File: src/rtl/jtag_tap.sv
// JTAG TAP controller running entirely on clk; TCK/TMS/TDI/TRSTn are oversampled pins.
// Optional user debug DR (DBG instruction) enabled by defining JTAG_TAP_USER_DR_EN.
`timescale 1ns/1ps
module jtag_tap #(
   parameter int unsigned IR_WIDTH = 5,
   parameter int unsigned DR_WIDTH = 32,
   parameter logic [31:0] IDCODE   = 32'h1DC0_0001
) (
   input  logic                clk,
   input  logic                rstn,
   input  logic                tck,
   input  logic                tms,
   input  logic                tdi,
   input  logic                trstn,
   output logic                tdo,
   output logic                tdo_en,
   output logic [3:0]          tap_state,
   output logic [IR_WIDTH-1:0] ir,
   input  logic [DR_WIDTH-1:0] dbg_capture_data,
   output logic [DR_WIDTH-1:0] dbg_update_data,
   output logic                dbg_update_valid
);

   typedef enum logic [3:0] {
      TLR    = 4'hF, RTI    = 4'hC, SEL_DR = 4'h7, CAP_DR = 4'h6,
      SH_DR  = 4'h2, EX1_DR = 4'h1, PAU_DR = 4'h3, EX2_DR = 4'h0,
      UPD_DR = 4'h5, SEL_IR = 4'h4, CAP_IR = 4'hE, SH_IR  = 4'hA,
      EX1_IR = 4'h9, PAU_IR = 4'hB, EX2_IR = 4'h8, UPD_IR = 4'hD
   } state_t;

   localparam logic [IR_WIDTH-1:0] IR_IDCODE = IR_WIDTH'(1);

   state_t              state, next_state;
   logic [2:0]          tck_s;
   logic [1:0]          tms_s, tdi_s, trstn_s;
   logic                tck_rise, tck_fall, tms_sync, tdi_sync, tap_rst;
   logic                capture_ir, shift_ir, update_ir;
   logic                capture_dr, shift_dr, update_dr;
   logic [IR_WIDTH-1:0] ir_shift;
   logic [31:0]         idcode_sr;
   logic                bypass_reg, dr_lsb;

   // NOTE: sequential state is written with <= so every flop samples pre-edge values.
   always_ff @(posedge clk) begin
      if (!rstn) begin
         tck_s   <= 3'b000;
         tms_s   <= 2'b11;
         tdi_s   <= 2'b00;
         trstn_s <= 2'b11;
      end else begin
         tck_s   <= {tck_s[1:0], tck};
         tms_s   <= {tms_s[0], tms};
         tdi_s   <= {tdi_s[0], tdi};
         trstn_s <= {trstn_s[0], trstn};
      end
   end

   assign tck_rise  = tck_s[1] & ~tck_s[2];
   assign tck_fall  = ~tck_s[1] & tck_s[2];
   assign tms_sync  = tms_s[1];
   assign tdi_sync  = tdi_s[1];
   assign tap_rst   = ~trstn_s[1];
   assign tap_state = state;

   always_ff @(posedge clk) begin
      if (!rstn || tap_rst) state <= TLR;
      else if (tck_rise)    state <= next_state;
   end

   always_comb begin
      next_state = state;
      unique case (state)
         TLR:     next_state = tms_sync ? TLR    : RTI;
         RTI:     next_state = tms_sync ? SEL_DR : RTI;
         SEL_DR:  next_state = tms_sync ? SEL_IR : CAP_DR;
         CAP_DR:  next_state = tms_sync ? EX1_DR : SH_DR;
         SH_DR:   next_state = tms_sync ? EX1_DR : SH_DR;
         EX1_DR:  next_state = tms_sync ? UPD_DR : PAU_DR;
         PAU_DR:  next_state = tms_sync ? EX2_DR : PAU_DR;
         EX2_DR:  next_state = tms_sync ? UPD_DR : SH_DR;
         UPD_DR:  next_state = tms_sync ? SEL_DR : RTI;
         SEL_IR:  next_state = tms_sync ? TLR    : CAP_IR;
         CAP_IR:  next_state = tms_sync ? EX1_IR : SH_IR;
         SH_IR:   next_state = tms_sync ? EX1_IR : SH_IR;
         EX1_IR:  next_state = tms_sync ? UPD_IR : PAU_IR;
         PAU_IR:  next_state = tms_sync ? EX2_IR : PAU_IR;
         EX2_IR:  next_state = tms_sync ? UPD_IR : SH_IR;
         UPD_IR:  next_state = tms_sync ? SEL_DR : RTI;
         default: next_state = TLR;
      endcase
   end

   // NOTE: every output gets a default first so no path through the case infers a latch.
   always_comb begin
      capture_ir = 1'b0;
      shift_ir   = 1'b0;
      update_ir  = 1'b0;
      capture_dr = 1'b0;
      shift_dr   = 1'b0;
      update_dr  = 1'b0;
      case (state)
         CAP_IR:  capture_ir = 1'b1;
         SH_IR:   shift_ir   = 1'b1;
         UPD_IR:  update_ir  = 1'b1;
         CAP_DR:  capture_dr = 1'b1;
         SH_DR:   shift_dr   = 1'b1;
         UPD_DR:  update_dr  = 1'b1;
         default: ;
      endcase
      tdo_en = shift_ir | shift_dr;
   end

   // NOTE: shift registers carry no reset; capture always reloads them before they are observed.
   always_ff @(posedge clk) begin
      if (tck_rise) begin
         if (capture_ir)    ir_shift <= IR_WIDTH'(1);
         else if (shift_ir) ir_shift <= {tdi_sync, ir_shift[IR_WIDTH-1:1]};
         if (capture_dr) begin
            bypass_reg <= 1'b0;
            idcode_sr  <= IDCODE;
         end else if (shift_dr) begin
            bypass_reg <= tdi_sync;
            idcode_sr  <= {tdi_sync, idcode_sr[31:1]};
         end
      end
   end

   // tdo and the instruction only change on TCK falls, as the probe expects.
   always_ff @(posedge clk) begin
      if (!rstn || tap_rst) begin
         ir  <= IR_IDCODE;
         tdo <= 1'b0;
      end else begin
         if (state == TLR) ir <= IR_IDCODE;
         if (tck_fall) begin
            tdo <= shift_ir ? ir_shift[0] : (shift_dr ? dr_lsb : 1'b0);
            if (update_ir) ir <= ir_shift;
         end
      end
   end

`ifdef JTAG_TAP_USER_DR_EN
   localparam logic [IR_WIDTH-1:0] IR_DBG = IR_WIDTH'(5'h10);
   logic [DR_WIDTH-1:0] user_sr;

   assign dr_lsb = (ir == IR_IDCODE) ? idcode_sr[0] :
                   (ir == IR_DBG)    ? user_sr[0]   : bypass_reg;

   always_ff @(posedge clk) begin
      if (tck_rise) begin
         if (capture_dr)    user_sr <= dbg_capture_data;
         else if (shift_dr) user_sr <= {tdi_sync, user_sr[DR_WIDTH-1:1]};
      end
   end

   always_ff @(posedge clk) begin
      if (!rstn || tap_rst) begin
         dbg_update_data  <= '0;
         dbg_update_valid <= 1'b0;
      end else begin
         dbg_update_valid <= 1'b0;
         if (tck_fall && update_dr && ir == IR_DBG) begin
            dbg_update_data  <= user_sr;
            dbg_update_valid <= 1'b1;
         end
      end
   end
`else
   logic unused_dbg;

   assign dr_lsb           = (ir == IR_IDCODE) ? idcode_sr[0] : bypass_reg;
   assign dbg_update_data  = '0;
   assign dbg_update_valid = 1'b0;
   assign unused_dbg       = ^{dbg_capture_data, update_dr};
`endif

endmodule
File: config.mk
export PLATFORM = sky130hd
export DESIGN_NAME = jtag_tap
export DESIGN_NICKNAME = d
export VERILOG_FILES = /design/src/rtl/jtag_tap.sv
export SDC_FILE = /design/constraint.sdc
export NUM_CORES = 1
export LEC_CHECK = 0
export ABC_AREA = 1
export CAP_MARGIN = 10
export CORE_ASPECT_RATIO = 1.25
export CORE_UTILIZATION = 49
export CTS_CLUSTER_SIZE = 30
export DETAILED_ROUTE_END_ITERATION = 8
export PLACE_DENSITY = 0.86
export RECOVER_POWER = 100
export SLEW_MARGIN = 20
export SYNTH_ARGS = -nofsm -noshare
export SYNTH_HDL_FRONTEND = slang
export SYNTH_SLANG_ARGS = --single-unit
File: constraint.sdc
create_clock -name clk -period 5.99 [get_ports clk]
set_input_delay 0.8985 -clock clk [delete_from_list [all_inputs] [get_ports clk]]
set_output_delay 0.8985 -clock clk [all_outputs]
set_load 0.05 [all_outputs]
==> metrics.md <==
| Metric | Value |
|---|---|
| Vias in the first global route | 1434 |
| Hold WC Path Type | reg -> reg |
| Initial antenna violation count | 0 |
| Crit path from | tap_state[0] |
| Vias post-DR | 1530 |
| Mean Syn Cell Area | 9.73 sq um |
| # resized after CTS | 0 |
| Reg clk slew, reported paths | 0.09 ns |
| Finished Layout Cells | 337 |
| Reg2reg end | idcode_sr[25] |
| Peak VDD IR | 0.000209 V |
| Die Y | 81.9 um |
| Row count | 28 |
| Reg area | 1490 sq um |
| Synthesis-to-layout area growth | 5.75% |
| TritonRoute pass-1 iters | 4 |
| Layout fillers | 438 |
| Iter 0 DRT Violations | 69 |
| Area fraction in compound gates after synthesis | 0.0530 |
| DRC | 0 |
| Sinks on Clock Net | 56 |
| Final RePlAce weighted congestion | 0.964 |
| Mapped Area | 2500 sq um |
| Outcome | finished with violations |
| Max Cap Viol | 2 |
| Yosys warnings | 0 |
| Critical Path End Type | primary output |
| Dpl cells | 329 |
| Routed WL | 3640 um |
| H-tree levels | 2 |
| Rel. slew slack | -0.145 |
| Setup Viol. Count Final | 0 |
| Hpwl dp | 2570 um |
| Largest net degree at the start of global routing | 33 |
| Arrival time worst endpoint | 1.99 ns |
| CTS tree | yes |
| Clk root buf | clkbuf_8 |
| Largest cells by area after synthesis | edfxtp_1 44%, dfxtp_1 15%, buf_4 11% |
| CP bufs+invs | 2 |
| Post-synthesis sequential area ratio | 0.596 |
| Remaining Overflow, GRT | 0 |
| Clock buffer depth | 2 |
| Final Hold Vio Count | 0 |
| Adder-Cell Fraction of Synth Area | 0 |
| RSZ-0062 raised after global routing | no |
| Total Routing Usage GR | 0.151 |
| Core Box Area | 4830 sq um |
| Reg2Reg Depth | 5 |
| N_diodes | 0 |
| Worst r2r src | tck_s[1] |
| Critical path startpoint category | register |
| Synth Register Bits | 56 |
| Fin crit period | 2.89 ns |
| Fin crit share | 0.483 |
| Max Fanout on Critical Path | 8 |
| Failing checks | max-capacitance violations, max-slew violations |
| Critical path depth in cells | 4 |
| Crit path required time | 5.09 ns |
| Share of layout cells above drive strength 1 | 0.0505 |
| Xor/xnor share of the synthesized area | 0 |
| Cells after Synth | 257 |
| Top-area cell type share of the netlist area | 0.444 |
| Commonest non-fill, non-tap cell in the layout | inv_1 |
| Die ar. | 5400 sq um |
| PortBufs | 16 |
| Worst-Margin Slew | 1.71 ns |
| Post-CTS setup buffers | 0 |
| Vias per cell | 4.54 |
| R2R setup slack | 3.47 ns |
| I/O pins | 82 |
| Critical path cell sequence | inv_1 -> nand2_1 -> nor2_1 -> dlygate4sd3_1 |
| Initial Utilization | 0.517 |
| Most frequent cells in the layout | 48 x inv_1, 39 x nor2_1, 37 x edfxtp_1 |
| Post-route ant nets | 0 |
| Nets | 314 |
| Cell Pwr Density | 260 nW/um^2 |
| Finished Core Util | 0.547 |
| Simple-gate share of the synthesized area | 0.163 |
| CP top delay family | buffers and inverters |
| P_leak | 1.19 nW |
| Main combinational cell family by area after synthesis | buffers and inverters |
| First-pass GRT wire length | 6030 um |
| Sum Neg Setup Slack | 0 ns |
| Slowest CP cell | dlygate4sd3_1 |
| Multiplexer share of the synthesized area | 0 |
| Worst setup path end | tdo_en |
| Clk Latency, worst-skew pair | 0.31 ns |
| DR WL/cell | 10.8 um |
| Fmax achieved | 0.346 GHz |
| Multi-input gate area | 641 sq um |
| TritonCTS Buffers | 5 |
| Final Max Tran Viols | 66 |
| Synth cell types | 25 |
| CP max stage delay | 0.88 ns |
| Die Wd | 65.9 um |
| Crit path kind | reg -> out |
| Worst Clk Skew | 0.00893 ns |
| CTS Hold Bufs | 0 |
| Cell taking the most area after synthesis | edfxtp_1 |
## routing by layer
metal	GRT usage	vias to the layer above	wire [um]	share of wire
met1	0.169	713	1510	0.41
met3	0.0444	10	136	0.037
met2	0.250	33	1900	0.52
li1	-	774	-	-
met4	0.0957	0	104	0.029
met5	0	-	0	0
## logic make-up (layout without fill, tap and decap cells)
family,after synthesis,count (layout)
other cells,1,33
compound gates,25,25
flops,56,56
simple gates,88,88
buf+inv,87,75
## sequential cells by signal, summed over array words and instances (netlist names)
name / count
ir: 5
idcode_sr: 32
tms_s: 2
tdi_s: 2
ir_shift: 5
trstn_s: 2
tap_state: 4
tck_s: 3
tdo: 1
## where the power goes
part | switching, W | internal (W) | total, W
Sequential | 0.00000280 | 0.000411 | 0.000414
Clock | 0.000118 | 0.0000819 | 0.000200
Combinational | 0.0000651 | 0.00000985 | 0.0000750
## through the flow
step	hold WS (ns)	cell area (sq um)	setup WS (ns)	total power, W
6_report	0.409	2650	3.10	0.000689
5_1_grt	0.439	2650	3.02	0.000716
4_1_cts	0.418	2680	3.22	0.000696
3_5_place_dp	0.395	2590	3.57	0.000499
3_3_place_gp	0.382	2590	3.58	0.000498
2_1_floorplan	0.380	2620	2.37	0.000506
## area by class of cell
cell class,instances,area share
clock buffer,5,0.0260
inverter,50,0.0710
timing repair buffer,17,0.0620
multi-input combinational,146,0.242
sequential,56,0.564
clock inverter,3,0.00662
tap,60,0.0284
## cell usage after synthesis
library cell / n
nor2_1: 38
nand3_4: 1
nand2_2: 1
nand3_1: 5
buf_6: 1
conb_1: 1
a21oi_1: 12
o21a_1: 1
dfxtp_1: 19
buf_2: 1
nor2_4: 1
nand2_4: 2
nand2_1: 26
nand4_1: 2
or2_2: 2
buf_4: 35
nor2_2: 1
inv_2: 2
nor3_1: 3
o211ai_1: 2
edfxtp_1: 37
inv_1: 48
o21ai_0: 6
o21ai_1: 4
or2_1: 6
## worst min-delay path by stage
stage	start	to	slack (ns)	cells past startpoint
floorplan	tms_s[0]	tms_s[1]	0.38	2
global placement	trstn_s[0]	trstn_s[1]	0.38	2
detailed placement	trstn_s[0]	trstn_s[1]	0.40	2
CTS	trstn_s[0]	trstn_s[1]	0.42	2
global route	tck_s[1]	tck_s[2]	0.44	2
finish	trstn_s[0]	trstn_s[1]	0.41	2
## tightest hold or removal path: cells and delay by family (launching register included)
family                 cells  cell delay, ns
flip-flops                 1            0.31
AND/OR/NAND/NOR            1            0.04
buffers and inverters      1            0.03
(Power assumes the default switching activity.)
==> edit (same settings) <==
`IR_WIDTH`: 5 -> 7.
--- a/src/rtl/jtag_tap.sv
+++ b/src/rtl/jtag_tap.sv
@@ -4,3 +4,3 @@
 module jtag_tap #(
-   parameter int unsigned IR_WIDTH = 5,
+   parameter int unsigned IR_WIDTH = 7,
    parameter int unsigned DR_WIDTH = 32,
Interface: changed (resized ir); port bits go from 82 to 84. The function was not compared with the original's and may differ.
==> edit against the unedited design <==
Global-route usage grew 1.1 points; register-to-register slack gained 0.10 ns; area after synthesis grew 6.7%; design area grew 9.6%; worst setup slack lost 0.0051 ns; sequential cell count grew 4; critical endpoint unchanged; the run still ends with capacitance limit, slew limit left; synthesized cell count grew 6.6%; clock power grew 59%; die area grew 6.5%; total power grew 21%; routed wire length grew 9.2%.
==> edit: results (changes against the unedited design) <==
- Seq. pwr: 0.443 mW (+7.0%)
- GPL Wtd Cong: 0.795 (-18%)
- Synth top cells by count: 53 x inv_1, 43 x nor2_1, 39 x edfxtp_1, 33 x buf_4
- HPWL after DPL: 2710 µm (+5.6%)
- Comb pwr share: 8.7% (-2.2 points)
- # port buffers: 18 (+2)
- Post-Layout Cell Count: 363 (+7.7%)
- Initial DRC count: 122 (+77%)
- Cells after DPL: 348 (+5.8%)
- Worst ir drop on vdd: 0.000158 V (-25%)
- GR Util met3: 7.07% (+2.6 points)
- Mux share of post-synthesis cell area: 0% (unchanged)
- Crit Path Max Fanout: 6 (-2)
- Total GRT Usage: 16.2% (+1.1 points)
- CTS clk-pin slew, worst paths: 0.06 ns (-0.03 ns)
- Num CTS Buffers: 9 (+4)
- Largest registers: idcode_sr (32), ir (7), ir_shift (7)
- GR Util met1: 18.4% (+1.4 points)
- Outcome: finished with violations
- Cell area after placement: 2760 µm² (+6.7%)
- Setup Skew: 0.0114 ns (+0.00250 ns)
- Max-slew headroom: -10.8% (+3.7 points)
- Synth Area in Adders: 0% (unchanged)
- Pwr Total: 0.833 mW (+21%)
- # fillers: 474 (+8.2%)
- Synth area leaders: edfxtp_1 44%, dfxtp_1 16%, buf_4 9.3%, inv_1 7.5%, nor2_1 6.0%
- Pre-CTS WS: 3.61 ns (+0.0374 ns)
- Leakage dissipation: 1.33 nW (+12%)
- H-Tree Depth: 3 (+1)
- Max Cap Viol: 1 (-1)
- Int Pwr: 0.621 mW (+23%)
- Met2 wire len: 1940 µm (+2.4%)
- First drt pass iteration count: 4 (unchanged)
- Final nets: 335 (+6.7%)
- M1 WL: 1690 µm (+12%)
- Failing checks: capacitance limit, slew limit
- EDFF count, synth: 39 (+5.4%)
- Vias per inst: 4.53 (-0.31%)
- Max-slew violations: 33 (-50%)
- DR WL met3: 238 µm (+75%)
- Post-synthesis sequential area ratio: 59.6% (about the same)
- M2 GR Usage: 25.3% (+0.31 points)
- Number of global-route vias before repair: 1566 (+9.2%)
- First-pass GRT wire length: 6710 µm (+11%)
- WL/cell: 11.0 µm (+1.4%)
- Synth unique cells: 24 (-4.0%)
- Crit-path slowest cell: dlygate4sd3_1
- Share of cells above drive strength 1: 6.31% (+1.3 points)
- Compound-Gate Fraction of Synth Area: 7.22% (+1.9 points)
- Hold WC Path Type: flip-flop to flip-flop
- Clk Latency, worst-skew pair: 0.34 ns (+0.03 ns)
- Avg Inst Size Synth: 9.74 µm² (about the same)
edit: area by class of cell:
type / count / area (µm²) / share of cell area, %
flip-flops and latches: 60 / 1590 / 54.9
well taps: 62 / 77.6 / 2.67
clock inverters: 2 / 10.0 / 0.345
multi-input cells: 150 / 663 / 22.9
inverters: 57 / 214 / 7.38
clock buffers: 13 / 160 / 5.52
repair buffers: 19 / 184 / 6.34
edit: path summary, 6_finish.rpt:
| check | start | endpoint | slack (ns) | cells past startpoint |
|---|---|---|---|---|
| min reg2reg | tms_s[0] | tms_s[1] | 0.40 | 2 |
| max reg2reg | tap_state[3] | idcode_sr[3] | 3.57 | 4 |
| max | tap_state[0] | tdo_en | 3.09 | 4 |
| min | tms_s[0] | tms_s[1] | 0.40 | 2 |
edit: worst register-to-register path, stage by stage (launching register included):
cell and delay, ns:
dfxtp_1 0.36, inv_1 0.19, nand2_1 0.10, nor3_1 0.13
clkbuf_1 1.23
